===== src/rtl/reg16_write_arbiter.sv =====
// rtl/reg16_write_arbiter.sv - round-robin arbiter sharing the Register16 bank write path, plus read mux
// Optional feature: REG16_ARB_BYPASS_EN (same-cycle write-to-read forwarding on o_rd_data).
module reg16_write_arbiter #(
  parameter int NUM_REGS = 4,
  parameter int ADDR_W   = 2,
  parameter int DATA_W   = 16
) (
  input  logic                         i_clk,
  input  logic                         rst_n,
  input  logic                         i_req0_valid,
  input  logic [ADDR_W-1:0]            i_req0_addr,
  input  logic [DATA_W-1:0]            i_req0_data,
  output logic                         o_req0_ready,
  input  logic                         i_req1_valid,
  input  logic [ADDR_W-1:0]            i_req1_addr,
  input  logic [DATA_W-1:0]            i_req1_data,
  output logic                         o_req1_ready,
  output logic [NUM_REGS-1:0]          o_reg_load,
  output logic [DATA_W-1:0]            o_reg_data,
  input  logic [NUM_REGS*DATA_W-1:0]   i_reg_q,
  input  logic [ADDR_W-1:0]            i_rd_addr,
  output logic [DATA_W-1:0]            o_rd_data,
  output logic [7:0]                   o_wr_count
);

  typedef enum logic {IDLE, WRITE} state_t;

  state_t              state, state_nxt;
  logic                rr_ptr;
  logic                winner;
  logic [ADDR_W-1:0]   lat_addr;
  logic [DATA_W-1:0]   lat_data;
  logic [7:0]          wr_count;
  logic                grant;
  logic                grant_sel;
  logic                addr_ok;

  assign addr_ok    = int'(lat_addr) < NUM_REGS;
  assign o_reg_data = lat_data;
  assign o_wr_count = wr_count;

  always_ff @(posedge i_clk) begin
    if (!rst_n) state <= IDLE;
    else        state <= state_nxt;
  end

  always_comb begin
    state_nxt    = state;
    grant        = 1'b0;
    grant_sel    = 1'b0;
    o_reg_load   = '0;
    o_req0_ready = 1'b0;
    o_req1_ready = 1'b0;
    case (state)
      IDLE: begin
        if (i_req0_valid || i_req1_valid) begin
          grant     = 1'b1;
          // rr_ptr=1 means req1 wins a tie
          grant_sel = i_req1_valid && (!i_req0_valid || rr_ptr);
          state_nxt = WRITE;
        end
      end
      WRITE: begin
        for (int k = 0; k < NUM_REGS; k++)
          o_reg_load[k] = (int'(lat_addr) == k);
        o_req0_ready = !winner;
        o_req1_ready = winner;
        state_nxt    = IDLE;
      end
    endcase
  end

  always_ff @(posedge i_clk) begin
    if (!rst_n) begin
      rr_ptr   <= 1'b0;
      winner   <= 1'b0;
      lat_addr <= '0;
      lat_data <= '0;
      wr_count <= 8'h00;
    end else begin
      if (grant) begin
        winner   <= grant_sel;
        lat_addr <= grant_sel ? i_req1_addr : i_req0_addr;
        lat_data <= grant_sel ? i_req1_data : i_req0_data;
      end
      if (state == WRITE) begin
        rr_ptr <= ~winner;
        if (addr_ok && wr_count != 8'hFF)
          wr_count <= wr_count + 8'h01;
      end
    end
  end

  always_comb begin
    o_rd_data = '0;
    for (int k = 0; k < NUM_REGS; k++)
      if (int'(i_rd_addr) == k)
        o_rd_data = i_reg_q[k*DATA_W +: DATA_W];
`ifdef REG16_ARB_BYPASS_EN
    // forward the in-flight write so a same-cycle read sees the new value
    if (state == WRITE && addr_ok && i_rd_addr == lat_addr)
      o_rd_data = lat_data;
`endif
  end

endmodule


===== config.mk =====
export PLATFORM = sky130hd
export DESIGN_NAME = reg16_write_arbiter
export DESIGN_NICKNAME = d
export VERILOG_FILES = /design/src/rtl/reg16_write_arbiter.sv
export SDC_FILE = /design/constraint.sdc
export NUM_CORES = 1
export LEC_CHECK = 0
export ABC_AREA = 1
export BUFFER_PORTS_ARGS = -buffer_cell sky130_fd_sc_hd__buf_2
export CAP_MARGIN = 5
export CORE_MARGIN = 2
export CORE_UTILIZATION = 36
export CTS_CLUSTER_DIAMETER = 30
export CTS_CLUSTER_SIZE = 40
export DETAILED_ROUTE_END_ITERATION = 10
export PLACE_DENSITY = 0.78
export SKIP_CTS_REPAIR_TIMING = 1
export SLEW_MARGIN = 20
export SYNTH_ARGS = -nofsm -noshare
export SYNTH_HDL_FRONTEND = slang
export SYNTH_SLANG_ARGS = --single-unit

===== constraint.sdc =====
create_clock -name i_clk -period 1.15 [get_ports i_clk]
set_input_delay 0.1725 -clock i_clk [delete_from_list [all_inputs] [get_ports i_clk]]
set_output_delay 0.1725 -clock i_clk [all_outputs]
set_load 0.01 [all_outputs]

==> results.py, run 1 <==
metrics = {
    "route": {
        "first_iter_violations": 108,
        "via_count": 2684,
        "wl_per_cell_um": 12.8,
        "route.met2.wl_mm": 3.65,
        "wl_met3_um": 613,
        "dr.max_layer_used": "met4",
        "drcViolationCount": 0,
        "wl_met1_mm": 2.58,
        "postRouteAntennaNets": 0,
        "drt-pass1-iter-count": 4,
        "avgViaCountPerCell": 4.92,
        "totalWireLength_mm": 6.97,
    },
    "clock_network": {
        "cts.clk_slew.worst_paths_ps": 60,
        "htreeDepth": 2,
        "cts_made_buffers": 5,
        "cts_sinks": 29,
        "clk_path_buf_depth": 2,
        "cts_tree": "done",
        "cts_root_buffer": "clkbuf_8",
        "clock_latency_ps": 280,
    },
    "timing": {
        "setup_viol": 15,
        "fin_crit_ps": 1290,
        "relSlewSlack_pct": 84.0,
        "worst_pin_slew_ps": 239,
        "fmax_mhz": 772,
        "drv_slew": 0,
        "hold_viol_final": 0,
        "rsz0062_at_grt": "yes",
        "setup_ws_ps": -145,
        "period_share_pct": 113,
        "finClkSkew_ps": 6.75,
    },
    "finish": {
        "syn_to_final_growth_pct": 71.9,
        "diodes": 0,
        "nets": 582,
        "drive_above_1_share_pct": 50.9,
        "fin_util_pct": 63.9,
        "finalNonFillerCells": 545,
    },
    "min_path": {
        "worstHoldPathType": "primary input to register",
    },
    "grt": {
        "grt_max_degree": 37,
        "grt_pass1_wl_mm": 10.9,
        "antenna_found_initial": 0,
        "overflow": 0,
        "grt_pass1_vias": 2620,
        "grt_use_total_pct": 22.5,
    },
    "synthesis": {
        "syn-cell-area_mm2": 0.00189,
        "postSynthCellCount": 300,
        "synthSimpleGateAreaFrac_pct": 36.4,
        "synth-xor-area-share_pct": 0,
        "synth_warnings": 0,
        "syn-num-nets": 407,
        "synth_compound_area_share_pct": 20.6,
        "synth.avg_cell_area_um2": 6.29,
        "synthAdderAreaFrac_pct": 0.664,
        "ys_types": 26,
        "synth-seq-cells": 29,
        "yosysSeqAreaShare_pct": 30.8,
        "synth-edff-count": 0,
        "synthMuxAreaShare_pct": 0,
        "synth_top_family_by_area": "simple AND/OR/NAND/NOR gates",
        "async_reset_ff_share_pct": 0,
        "synth-main-ff-cell": "dfxtp_1",
    },
    "flow_run": {
        "drv_cap": 0,
    },
    "critical_path": {
        "worstPathMaxFanout": 6,
        "required_ps": 980,
        "crit_type": "register to output pin",
        "arrival_ps": 1120,
        "crit_path_start_kind": "register",
        "ff2ff_setup_slack_ps": -60,
        "endpoint_kind": "output pin",
    },
    "die": {
        "die_h_um": 76.4,
        "die_w_um": 76.4,
        "die_area_mm2": 0.00583,
        "start_util_pct": 37.2,
        "rows": 26,
        "num_io_pins": 152,
        "core_mm2": 0.00507,
    },
    "power_and_ir_drop": {
        "pwr_density_cell_mw_per_mm2": 891,
        "p_leak_nw": 1.70,
        "ir_worst_vdd_uv": 804,
    },
    "placement": {
        "dp_hpwl_mm": 5.21,
        "routabilityCongestion": 0.794,
        "io_buffers": 151,
        "placed_cells": 535,
    },
    "status": {
        "status": "finished with violations",
        "violations": "setup timing",
    },
}
[final cells by class]
type,count,area (um2)
fillers,461,1830
inverters,35,139
clock inverters,1,5.00
flip-flops and latches,29,597
multi-input cells,221,1210
clock buffers,6,72.6
well taps,70,87.6
repair buffers,183,1130
[cells by family after synthesis]
group	count (synthesis)
buffers and inverters	50
AND/OR/NAND/NOR	157
adder cells (fa/ha/maj)	1
flip-flops	29
AO/OA/AOI/OAI	63
[cells in the mapped netlist (all sizes together) (3+ instances only)]
cell type | instances | area, um2
buf | 12 | 71.3
nand4 | 21 | 131
o21ai | 37 | 223
inv | 35 | 134
clkbuf | 3 | 11.3
nor3 | 5 | 25.0
a21oi | 23 | 134
nand2 | 92 | 348
dfxtp | 29 | 581
nor2 | 16 | 65.1
nand3 | 22 | 110
[report_power, final]
part | leakage, nW | switching, W | internal [W]
logic | 1.42 | 0.000500 | 0.000467
registers | 0.243 | 0.0000507 | 0.00108
clock network | 0.0410 | 0.000375 | 0.000410
[path summary, 6_finish.rpt]
check	start	endpoint	cells after the start
worst max-delay path	state	o_reg_load[2]	4
worst min-delay path	i_req0_data[1]	o_reg_data[1]	3
worst max register to register	o_wr_count[0]	o_wr_count[2]	7
worst min register to register	winner	winner	2
[worst max-delay path: stages (launching register included)]
cell and delay [ps]:
dfxtp_2 350, inv_4 50, buf_6 130, nor3_2 150
buf_2 170
[per-layer routing]
| layer | global-route usage (%) | up-vias |
|---|---|---|
| li1 | - | 1345 |
| met1 | 22.6 | 1196 |
| met2 | 42.6 | 127 |
| met3 | 6.99 | 16 |
| met4 | 8.91 | 0 |
| met5 | 0 | - |
[cells in the final DEF (no fill, tap or decap), drive strengths merged]
cell,instances
a211oi,1
a21boi,1
a21oi,23
a31oi,1
buf,181
clkbuf,8
clkinv,1
dfxtp,29
ha,1
inv,35
nand2,92
nand3,22
nand3b,1
nand4,21
nor2,16
nor3,5
o21ai,37
[sequential cells by signal, indices dropped and copies added, names as in the netlist]
register    count
o_reg_data     16
o_wr_count      8
lat_addr        2
rr_ptr          1
state           1
winner          1
[stage by stage]
stage | hold WS, ps | area [um2] | setup slack, ps | TNS (ps) | power [W]
CTS | 161 | 3030 | -160 | -1330 | 0.00282
floorplan | 311 | 1930 | -56.8 | -204 | 0.00157
global route | 166 | 3240 | -152 | -1810 | 0.00305
global placement | 446 | 2950 | -40.8 | -120 | 0.00201
detailed placement | 453 | 2950 | -74.0 | -416 | 0.00203
finish | 159 | 3240 | -145 | -728 | 0.00289
Power figures use the tool's default switching activity.
==> inputs of run 2 (changes only) <==
--- a/config.mk
+++ b/config.mk
@@ -8,5 +8,4 @@
 export ABC_AREA = 1
 export BUFFER_PORTS_ARGS = -buffer_cell sky130_fd_sc_hd__buf_2
-export CAP_MARGIN = 5
 export CORE_MARGIN = 2
 export CORE_UTILIZATION = 36
==> constraint.sdc (replaced) <==
create_clock -name i_clk -period 1.15 [get_ports i_clk]
set_input_delay 0.23 -clock i_clk [delete_from_list [all_inputs] [get_ports i_clk]]
set_output_delay 0.23 -clock i_clk [all_outputs]
set_load 0.01 [all_outputs]
==> run 2 against run 1 <==
  * Design area is 8.9% higher
  * Final cell count increased by 1.5%
  * Via count shrank 0.19%
  * The flow still finishes with violations (setup timing)
  * Die area did not move
  * Total power is 11% higher
  * Critical path type unchanged
  * Hold slack improved by 61 ps
  * Register-to-register slack worse by 20 ps
  * Wire length increased by 1.9%
  * Non-clock buffer count increased by 7
==> results.py, run 2 (synthesis gave the netlist of run 1 again) <==
metrics = {
    "critical_path": {
        "crit_path_start_kind": "register",
        "cp_slowest_cell": "dfxtp_4",
        "endpoint_kind": "output pin",
        "path_buf_inv": 3,
        "crit_chain": "inv_4 -> buf_6 -> nor3_2 -> buf_2",
        "crit_path_max_incr_delay_ps": 360,
        "cp_top_family": "flip-flops",
        "arrival_ps": 1100,
        "required_ps": 920,
        "worstPathMaxFanout": 6,
        "crit_type": "register to output pin",
    },
    "grt": {
        "grt_max_degree": 37,
        "grt_pass1_vias": 2448,
        "antenna_found_initial": 0,
        "grt_pass1_wl_mm": 10.3,
        "grt_use_total_pct": 21.1,
        "overflow": 0,
    },
    "power_and_ir_drop": {
        "p_leak_nw": 1.87,
        "power_w": 0.00320,
        "pwr_density_cell_mw_per_mm2": 906,
        "ir_worst_vdd_uv": 690,
    },
    "finish": {
        "finalNonFillerCells": 553,
        "largest_reg_flops": 16,
        "fin_util_pct": 69.5,
        "layout_commonest_cell": "buf_2",
        "diodes": 0,
        "fill_cells": 435,
        "nets": 589,
        "seqCellArea_um2": 604,
        "drive_above_1_share_pct": 55.9,
        "multi_input_area_mm2": 0.00136,
        "syn_to_final_growth_pct": 87.1,
        "layout_common_cells": "145 x buf_2, 71 x nand2_1, 29 x inv_1",
    },
    "timing": {
        "rsz0062_at_grt": "yes",
        "setup_viol": 28,
        "period_share_pct": 116,
        "finalSetupTns_ps": -3230,
        "worst_pin_slew_ps": 242,
        "fmax_mhz": 749,
        "drv_slew": 0,
        "fin_crit_ps": 1330,
        "hold_viol_final": 0,
        "setup_ws_ps": -184,
        "relSlewSlack_pct": 83.9,
        "finClkSkew_ps": 8.16,
    },
    "route": {
        "wl_per_cell_um": 12.8,
        "via_count": 2679,
        "drcViolationCount": 0,
        "totalWireLength_mm": 7.10,
        "first_iter_violations": 111,
        "drt-pass1-iter-count": 4,
        "avgViaCountPerCell": 4.84,
        "postRouteAntennaNets": 0,
    },
    "clock_network": {
        "cts_made_buffers": 5,
        "cts_tree": "done",
        "cts.clk_slew.worst_paths_ps": 70,
        "clk_path_buf_depth": 2,
        "htreeDepth": 2,
        "cts_root_buffer": "clkbuf_8",
        "cts_sinks": 29,
        "clock_latency_ps": 280,
    },
    "placement": {
        "routabilityCongestion": 0.840,
        "post-place-ws_ps": -143,
        "placed_cells": 534,
        "io_buffers": 151,
        "dp_hpwl_mm": 4.95,
    },
    "die": {
        "num_io_pins": 152,
        "rows": 26,
        "start_util_pct": 37.2,
        "die_w_um": 76.4,
        "core_mm2": 0.00507,
        "die_h_um": 76.4,
        "die_area_mm2": 0.00583,
    },
    "flow_run": {
        "drv_cap": 0,
    },
    "min_path": {
        "worstHoldPathType": "primary input to register",
    },
    "status": {
        "violations": "setup timing",
        "status": "finished with violations",
    },
}
run 2: changes by cell type in the layout (fill, tap and decap cells not counted), moves of 4 or more:
cell and change:
buf_2 -4, buf_6 +8, nand2_1 -12, nand2_4 +14
o21ai_0 -4
run 2: worst min-delay path, stage by stage:
cell and delay [ps]:
buf_2 80, o21ai_2 50, a21oi_1 100
run 2: area by class of cell:
class,instances,area share (%)
inverter,35,4.01
multi-input combinational,221,38.6
timing repair buffer,190,34.5
sequential,29,17.1
tap,70,2.48
clock inverter,1,0.213
clock buffer,7,3.05
run 2: where the power goes:
part	internal [W]	switching (W)	leakage [nW]
combinational	0.000502	0.000529	1.57
sequential	0.00108	0.0000549	0.244
clock	0.000616	0.000416	0.0556
total	0.00220	0.00100	1.87
run 2: routing by layer:
layer | vias up | GRT usage, % | part of all wire (%)
met5 | - | 0 | 0
met4 | 0 | 7.27 | 1.2
met3 | 6 | 6.40 | 7.4
met2 | 123 | 40.5 | 53
met1 | 1194 | 21.5 | 38
li1 | 1356 | - | -
run 2: metrics by stage:
step / cell area [um2] / hold WS, ps
2_1_floorplan: 1950 / 368
3_3_place_gp: 2950 / 482
3_5_place_dp: 2950 / 489
4_1_cts: 3070 / 212
5_1_grt: 3530 / 223
6_report: 3530 / 220
run 2: final timing paths:
kind | from | to | slack, ps | cells past startpoint
setup / recovery | state | o_reg_load[1] | -180 | 4
hold / removal | i_req0_data[1] | o_reg_data[1] | 220 | 3
setup reg to reg | o_wr_count[0] | o_wr_count[5] | -80 | 9
hold reg to reg | o_wr_count[3] | o_wr_count[3] | 510 | 2
